### src/rtl/sram_arbiter.sv
// Round-robin arbiter sharing one SRAM port between the loader (0) and the pixel controller (1).
// One access at a time: grant, hold enables for ACCESS_CYCLES, then a turnaround cycle with done.
module sram_arbiter #(
    parameter int unsigned ADDR_BITS     = 16,
    parameter int unsigned DATA_BITS     = 24,
    parameter int unsigned ACCESS_CYCLES = 2
) (
    input  logic                 clk,
    input  logic                 rst,
    input  logic                 req_0,
    input  logic                 req_1,
    input  logic                 wr_0,
    input  logic                 wr_1,
    input  logic [ADDR_BITS-1:0] addr_0,
    input  logic [ADDR_BITS-1:0] addr_1,
    input  logic [DATA_BITS-1:0] wdata_0,
    input  logic [DATA_BITS-1:0] wdata_1,
    output logic                 gnt_0,
    output logic                 gnt_1,
    output logic                 done_0,
    output logic                 done_1,
    output logic [DATA_BITS-1:0] rdata_0,
    output logic [DATA_BITS-1:0] rdata_1,
    output logic                 busy,
    output logic                 sram_read_enable,
    output logic                 sram_write_enable,
    output logic [ADDR_BITS-1:0] sram_address,
    output logic [DATA_BITS-1:0] sram_w_data,
    input  logic [DATA_BITS-1:0] sram_r_data
);

    localparam logic [1:0] StIdle   = 2'd0;
    localparam logic [1:0] StAccess = 2'd1;
    localparam logic [1:0] StTurn   = 2'd2;
    localparam logic [3:0] CntLoad  = 4'(ACCESS_CYCLES - 1);

    logic [1:0]           state_q;
    logic                 last_owner_q;
    logic                 owner_q;
    logic                 wr_q;
    logic [3:0]           cnt_q;

    logic                 pick;
    logic                 sel_wr;
    logic [ADDR_BITS-1:0] sel_addr;
    logic [DATA_BITS-1:0] sel_wdata;

    // On a tie the requester not served last wins; otherwise whoever is asking.
    always_comb begin
        pick      = (req_0 && req_1) ? ~last_owner_q : req_1;
        sel_wr    = pick ? wr_1 : wr_0;
        sel_addr  = pick ? addr_1 : addr_0;
        sel_wdata = pick ? wdata_1 : wdata_0;
    end

    always_ff @(posedge clk) begin
        if (rst) begin
            state_q           <= StIdle;
            last_owner_q      <= 1'b1;
            owner_q           <= 1'b0;
            wr_q              <= 1'b0;
            cnt_q             <= 4'd0;
            gnt_0             <= 1'b0;
            gnt_1             <= 1'b0;
            done_0            <= 1'b0;
            done_1            <= 1'b0;
            rdata_0           <= '0;
            rdata_1           <= '0;
            busy              <= 1'b0;
            sram_read_enable  <= 1'b0;
            sram_write_enable <= 1'b0;
            sram_address      <= '0;
            sram_w_data       <= '0;
        end else begin
            done_0 <= 1'b0;
            done_1 <= 1'b0;
            case (state_q)
                StIdle: begin
                    if (req_0 || req_1) begin
                        state_q           <= StAccess;
                        owner_q           <= pick;
                        wr_q              <= sel_wr;
                        cnt_q             <= CntLoad;
                        gnt_0             <= ~pick;
                        gnt_1             <= pick;
                        busy              <= 1'b1;
                        sram_write_enable <= sel_wr;
                        sram_read_enable  <= ~sel_wr;
                        sram_address      <= sel_addr;
                        sram_w_data       <= sel_wr ? sel_wdata : '0;
                    end
                end
                StAccess: begin
                    if (cnt_q == 4'd0) begin
                        state_q           <= StTurn;
                        gnt_0             <= 1'b0;
                        gnt_1             <= 1'b0;
                        sram_read_enable  <= 1'b0;
                        sram_write_enable <= 1'b0;
                        sram_w_data       <= '0;
                        last_owner_q      <= owner_q;
                        done_0            <= ~owner_q;
                        done_1            <= owner_q;
                        if (!wr_q) begin
                            if (owner_q) rdata_1 <= sram_r_data;
                            else         rdata_0 <= sram_r_data;
                        end
                    end else begin
                        cnt_q <= cnt_q - 4'd1;
                    end
                end
                StTurn: begin
                    state_q <= StIdle;
                    busy    <= 1'b0;
                end
                default: begin
                    state_q <= StIdle;
                    busy    <= 1'b0;
                end
            endcase
        end
    end

endmodule

### config.mk
export PLATFORM = sky130hd
export DESIGN_NAME = sram_arbiter
export DESIGN_NICKNAME = d
export VERILOG_FILES = /design/src/rtl/sram_arbiter.sv
export SDC_FILE = /design/constraint.sdc
export NUM_CORES = 1
export LEC_CHECK = 0
export CAP_MARGIN = 10
export CORE_MARGIN = 2
export CORE_UTILIZATION = 41
export DETAILED_ROUTE_END_ITERATION = 12
export GPL_TIMING_DRIVEN = 1
export MAX_ROUTING_LAYER = met4
export PLACE_DENSITY = 0.81
export REMOVE_ABC_BUFFERS = 1
export SLEW_MARGIN = 15
export SYNTH_ARGS = -nofsm -noshare
export SYNTH_HDL_FRONTEND = slang
export SYNTH_SLANG_ARGS = --single-unit
### constraint.sdc
create_clock -name clk -period 2.25 [get_ports clk]
set_input_delay 0.45 -clock clk [delete_from_list [all_inputs] [get_ports clk]]
set_output_delay 0.45 -clock clk [all_outputs]
set_load 0.01 [all_outputs]
==> results.sh, run 1 <==
export IMPL_p_leak_nw=2.37
export IMPL_timing_final_crit_period_ps=2030
export IMPL_fin_cells=812
export IMPL_relSlewSlack=0.687
export IMPL_placed_cell_area_um2=6410
export IMPL_r2r_start="cnt_q[0]"
export IMPL_final_area_um2=6600
export IMPL_r2r_slack_ps=220
export IMPL_fmax_mhz=493
export IMPL_routed_wl_um=12900
export IMPL_hold_depth=2
export IMPL_switching_share=0.283
export IMPL_fin_nets=784
export IMPL_crit_fanout=24
export IMPL_synth_top_area_share=0.493
export IMPL_gr_usage_all_layers=0.233
export IMPL_critical_path_class="reg -> reg"
export IMPL_place_gp_congestion=0.838
export IMPL_maxCapViolCount=0
export IMPL_dp_cells=797
export IMPL_first_pass_iters=4
export IMPL_outcome="finished, final reports clean"
export IMPL_place_hpwl_um=9400
export IMPL_cts_root_buf="clkbuf_8"
export IMPL_worstHoldEndpoint="rdata_1[11]"
export IMPL_cts_tree="built"
export IMPL_setup_viol=0
export IMPL_drtIter0Drc=169
export IMPL_hold_viol_final=0
export IMPL_h_tree_depth=3
export IMPL_antenna_found_initial=0
export IMPL_start_util=0.415
export IMPL_cts_hold_buf=0
export IMPL_power_per_cell_area_nw_per_um2=655
export IMPL_ff2ff_path_depth=6
export IMPL_std_cell_rows=37
export IMPL_seq_area_frac_synth=0.493
export IMPL_synth_cell_type_count=38
export IMPL_path_cells="inv_1 > ha_1 > or3b_4 > or4_4 > nand2_1 > a21oi_1"
export IMPL_cp_slowest_cell="or4_4"
export IMPL_grt_pass1_wl_um=20300
export IMPL_hold_path_class="reg -> reg"
export IMPL_power_switching_w=0.00122
export IMPL_arrival_ps=2260
export IMPL_final_setup_tns_ps=0
export IMPL_drcViolationCount=0
export IMPL_drv_slew=0
export IMPL_syn_inst=483
export IMPL_die_area_um2=11100
export IMPL_end_kind="flop"
export IMPL_syn_avg_cell_area_um2=8.75
export IMPL_cts_setup_buffers=0
export IMPL_rsz0062_at_grt="false"
export IMPL_numCtsBuffers=9
export IMPL_p_int_w=0.00310
export IMPL_netlist_area_um2=4230
export IMPL_synth_common_cells="nand2_1, dfxtp_1, a21oi_1, o2bb2ai_1, a31oi_1"
export IMPL_worstSetupStartpointType="flop"
export IMPL_pwr_share_comb=0.254
export IMPL_n_antenna_cell=0
export IMPL_grt_overflow=0
export IMPL_grt_max_degree=64
export IMPL_die_y_um=106
export IMPL_area_delta_synth_final_pct=56.2
export IMPL_crit_family="simple AND/OR/NAND/NOR gates"
export IMPL_ys_warn_count=0
export IMPL_synth_seq_cells=104
export IMPL_final_util=0.648
export IMPL_r2r_end="rdata_0[20]"
export IMPL_die_w_um=106
export IMPL_vias_per_cell=5.26
export IMPL_clock_power_share=0.267
export IMPL_coreArea_um2=10200
export IMPL_layout_drive_gt1_share=0.114
export IMPL_cts_sinks=104
export IMPL_fin_crit_sh=0.901
export IMPL_post_cts_resized=0
export IMPL_synth_area_leaders="dfxtp_1, nand2_1, o2bb2ai_1, a21oi_2, a21oi_1"
export IMPL_insertion_delay_ps=360
export IMPL_synthArstFlopShare=0
export IMPL_ioPinCount=205
export IMPL_post_synth_top_count_cell="nand2_1"
export IMPL_crit_required_ps=2480
export IMPL_cp_num_buf_inv=1
export IMPL_fin_skew_ps=11.7
export IMPL_port_buffers=204
export IMPL_wl_per_cell_um=15.9
export IMPL_ant_nets=0
export IMPL_synth_edf_count=0
export IMPL_holdWs_ps=460
export IMPL_grt_pass1_vias=4236
export IMPL_clock_path_buffers=2
export IMPL_max_stage_delay_ps=660
export IMPL_clk_pin_slew_worst_paths_ps=100
export IMPL_seq_power_share=0.479
export IMPL_worst_pin_slew_ps=466
export IMPL_vias=4274
export IMPL_synth_flop_cell="dfxtp_1"
export IMPL_vdd_drop_max_mv=0.349
export IMPL_min_from="rdata_1[11]"
export IMPL_yosysTopAreaCell="dfxtp_1"
[metal layers]
layer,wire (um),global-route usage,share of wire
met4,339,0.0930,0.026
met1,5410,0.266,0.42
met2,6070,0.388,0.47
met3,1060,0.0643,0.082
met5,0,-,0
[sequential cells by signal (all words and copies together), names as in the netlist]
register,cells
cnt_q,4
rdata_1,24
sram_read_enable,1
wr_q,1
done_0,1
sram_w_data,24
gnt_1,1
rdata_0,24
owner_q,1
busy,1
state_q,2
sram_write_enable,1
done_1,1
gnt_0,1
last_owner_q,1
sram_address,16
[kinds of logic (layout without fill, tap and decap cells)]
| logic type | count (synthesis) | after routing | share of synthesized area |
|---|---|---|---|
| DFF | 104 | 104 | 0.493 |
| and+or+nand+nor | 204 | 204 | 0.228 |
| xor gates and xnor gates | 2 | 2 | 0.00415 |
| adders and majority gates | 2 | 2 | 0.00592 |
| muxes | 1 | 1 | 0.00237 |
| AOI/OAI and AO/OA | 126 | 126 | 0.216 |
| buffers and inverters | 44 | 237 | 0.0515 |
[layout by cell type, fill, tap and decap left out, drive strengths merged, types with 3 or more instances in the layout]
| cell | count |
|---|---|
| and3 | 24 |
| clkbuf | 10 |
| nor3 | 7 |
| a311oi | 16 |
| clkdlybuf4s50 | 203 |
| nand2 | 136 |
| clkinv | 4 |
| nor2 | 23 |
| nand3 | 3 |
| inv | 3 |
| o2bb2ai | 26 |
| a31oi | 25 |
| dfxtp | 104 |
| a21oi | 52 |
| buf | 16 |
[power groups by stage]
| stage | clock [W] | sequential [W] | combinational (W) |
|---|---|---|---|
| after CTS | 0.00118 | 0.00207 | 0.00111 |
| final | 0.00115 | 0.00207 | 0.00110 |
| after detailed placement | 0 | 0.00211 | 0.00110 |
| after global routing | 0.00126 | 0.00209 | 0.00119 |
| after floorplan | 0 | 0.00216 | 0.000387 |
| after global placement | 0 | 0.00211 | 0.00108 |
[metrics by stage]
stage,power (W),setup WS [ps]
final,0.00433,223
after global routing,0.00454,131
after CTS,0.00436,209
after detailed placement,0.00321,219
after global placement,0.00318,293
after floorplan,0.00255,-83.4
[worst max path at each step]
| stage | start | to | slack, ps | depth (start not counted) |
|---|---|---|---|---|
| 3_5_place_dp | req_0 | sram_w_data[9] | 220 | 6 |
| 4_1_cts | cnt_q[0] | rdata_0[20] | 210 | 6 |
| 6_report | cnt_q[0] | rdata_0[20] | 220 | 6 |
| 2_1_floorplan | req_1 | sram_read_enable | -80 | 3 |
| 3_3_place_gp | req_1 | sram_w_data[23] | 290 | 6 |
| 5_1_grt | cnt_q[0] | rdata_0[20] | 130 | 6 |
[tightest hold or removal path, stage by stage (launching register included)]
cell and delay [ps]:
dfxtp_1 320, nand2_1 50, a21oi_1 50
[cell type report]
type                    instances  area [um2]
well taps                     136         170
inverters                       3        11.3
multi-input cells             335        1930
repair buffers                219        2210
flip-flops and latches        104        2080
clock buffers                  10         138
fillers                       854        3580
clock inverters                 5        57.6
No activity file was read; power rests on OpenSTA's default activity.
==> run 2: changes to the inputs <==
--- a/config.mk
+++ b/config.mk
@@ -6,8 +6,9 @@
 export NUM_CORES = 1
 export LEC_CHECK = 0
 export CAP_MARGIN = 10
-export CORE_MARGIN = 2
+export CORE_MARGIN = 4
 export CORE_UTILIZATION = 41
+export CTS_CLUSTER_SIZE = 25
 export DETAILED_ROUTE_END_ITERATION = 12
 export GPL_TIMING_DRIVEN = 1
 export MAX_ROUTING_LAYER = met4
==> run 2 against run 1 <==
Net effect: power shrank 1.0%; clock-buffer cell count shrank 1; fmax grew 1.4%; global-route usage shrank 0.50 points; largest cell class unchanged; clock skew grew 5.9 ps.
==> results.sh, run 2 (synthesized netlist as in run 1, its figures left out) <==
export IMPL_crit_fanout=24
export IMPL_fmax_mhz=500
export IMPL_fin_ws_ps=251
export IMPL_ioPinCount=205
export IMPL_std_cell_rows=36
export IMPL_worstSetupStartpointType="flop"
export IMPL_fillCellCount=824
export IMPL_gr_usage_all_layers=0.228
export IMPL_worst_pin_slew_ps=462
export IMPL_drtIter0Drc=236
export IMPL_die_y_um=110
export IMPL_crit_required_ps=2480
export IMPL_first_pass_iters=4
export IMPL_start_util=0.427
export IMPL_grt_max_degree=69
export IMPL_hold_viol_final=0
export IMPL_antenna_found_initial=0
export IMPL_cts_root_buf="clkbuf_8"
export IMPL_drv_slew=0
export IMPL_vdd_drop_max_mv=0.377
export IMPL_area_delta_synth_final_pct=55.6
export IMPL_wl_per_cell_um=16.6
export IMPL_clock_path_buffers=2
export IMPL_insertion_delay_ps=370
export IMPL_layout_drive_gt1_share=0.115
export IMPL_end_kind="flop"
export IMPL_fin_skew_ps=17.6
export IMPL_power_per_cell_area_nw_per_um2=651
export IMPL_reg_top3="rdata_0 (24), rdata_1 (24), sram_w_data (24)"
export IMPL_grt_pass1_vias=4259
export IMPL_p_leak_nw=2.35
export IMPL_h_tree_depth=3
export IMPL_drcViolationCount=0
export IMPL_hold_path_class="in -> reg"
export IMPL_grt_overflow=0
export IMPL_path_cells="inv_1 > ha_1 > or3b_4 > or4_4 > nand2_2 > a21oi_2"
export IMPL_arrival_ps=2230
export IMPL_critical_path_class="reg -> reg"
export IMPL_cts_setup_buffers=0
export IMPL_cp_num_buf_inv=1
export IMPL_setup_viol=0
export IMPL_crit_family="simple AND/OR/NAND/NOR gates"
export IMPL_routed_wl_um=13400
export IMPL_crit_start="cnt_q[0]"
export IMPL_numCtsBuffers=9
export IMPL_fin_crit_sh=0.888
export IMPL_die_w_um=110
export IMPL_place_hpwl_um=10000
export IMPL_pre_cts_ws_ps=216
export IMPL_fin_nets=784
export IMPL_final_cell_mix="clkdlybuf4s50_1, nand2_1, dfxtp_1, a21oi_1, o2bb2ai_1"
export IMPL_outcome="finished, final reports clean"
export IMPL_final_common_cell="clkdlybuf4s50_1"
export IMPL_rsz0062_at_grt="false"
export IMPL_vias=4251
export IMPL_die_area_um2=12000
export IMPL_timing_final_crit_period_ps=2000
export IMPL_cts_hold_buf=0
export IMPL_relSlewSlack=0.690
export IMPL_ant_nets=0
export IMPL_p_total_w=0.00428
export IMPL_maxCapViolCount=0
export IMPL_clk_pin_slew_worst_paths_ps=110
export IMPL_n_antenna_cell=0
export IMPL_r2r_start="cnt_q[0]"
export IMPL_port_buffers=204
export IMPL_min_from="rst"
export IMPL_cts_tree="built"
export IMPL_grt_pass1_wl_um=20900
export IMPL_cts_sinks=104
export IMPL_cp_slowest_cell="or4_4"
export IMPL_place_gp_congestion=0.838
export IMPL_coreArea_um2=9910
export IMPL_post_cts_resized=0
export IMPL_max_stage_delay_ps=650
export IMPL_vias_per_cell=5.25
-- run 2: path summary, 6_finish.rpt --
kind	depth (start not counted)	slack (ps)	endpoint
setup / recovery	6	250	rdata_0[6]
hold / removal	2	460	gnt_1
setup reg to reg	6	250	rdata_0[6]
hold reg to reg	2	460	rdata_1[17]
-- run 2: power by group --
part | switching, W | internal (W) | leakage [nW]
logic | 0.000516 | 0.000581 | 1.41
registers | 0.0000919 | 0.00198 | 0.848
clock network | 0.000688 | 0.000425 | 0.0936
total | 0.00130 | 0.00299 | 2.35
-- run 2: metal layers --
layer / share of wire / GRT usage / vias to the layer above
li1: - / - / 2059
met1: 0.41 / 0.261 / 1990
met2: 0.48 / 0.388 / 186
met5: 0 / - / -
met3: 0.10 / 0.0763 / 16
met4: 0.013 / 0.0499 / 0
-- run 2: cell type report --
cell class | count | area (um2) | share of cell area
clock buffers | 9 | 124 | 0.0188
clock inverters | 7 | 61.3 | 0.00932
flip-flops and latches | 104 | 2080 | 0.317
inverters | 3 | 11.3 | 0.00171
multi-input cells | 335 | 1930 | 0.294
well taps | 133 | 166 | 0.0253
repair buffers | 219 | 2200 | 0.335
-- run 2: stage by stage --
stage,TNS (ps),instance area [um2],hold slack [ps],std cells,util
finish,0,6580,459,810,0.664
global route,0,6580,462,810,0.664
CTS,0,6580,450,810,0.664
detailed placement,0,6390,446,794,0.645
global placement,0,6390,441,794,0.645
floorplan,-409,4020,457,442,-
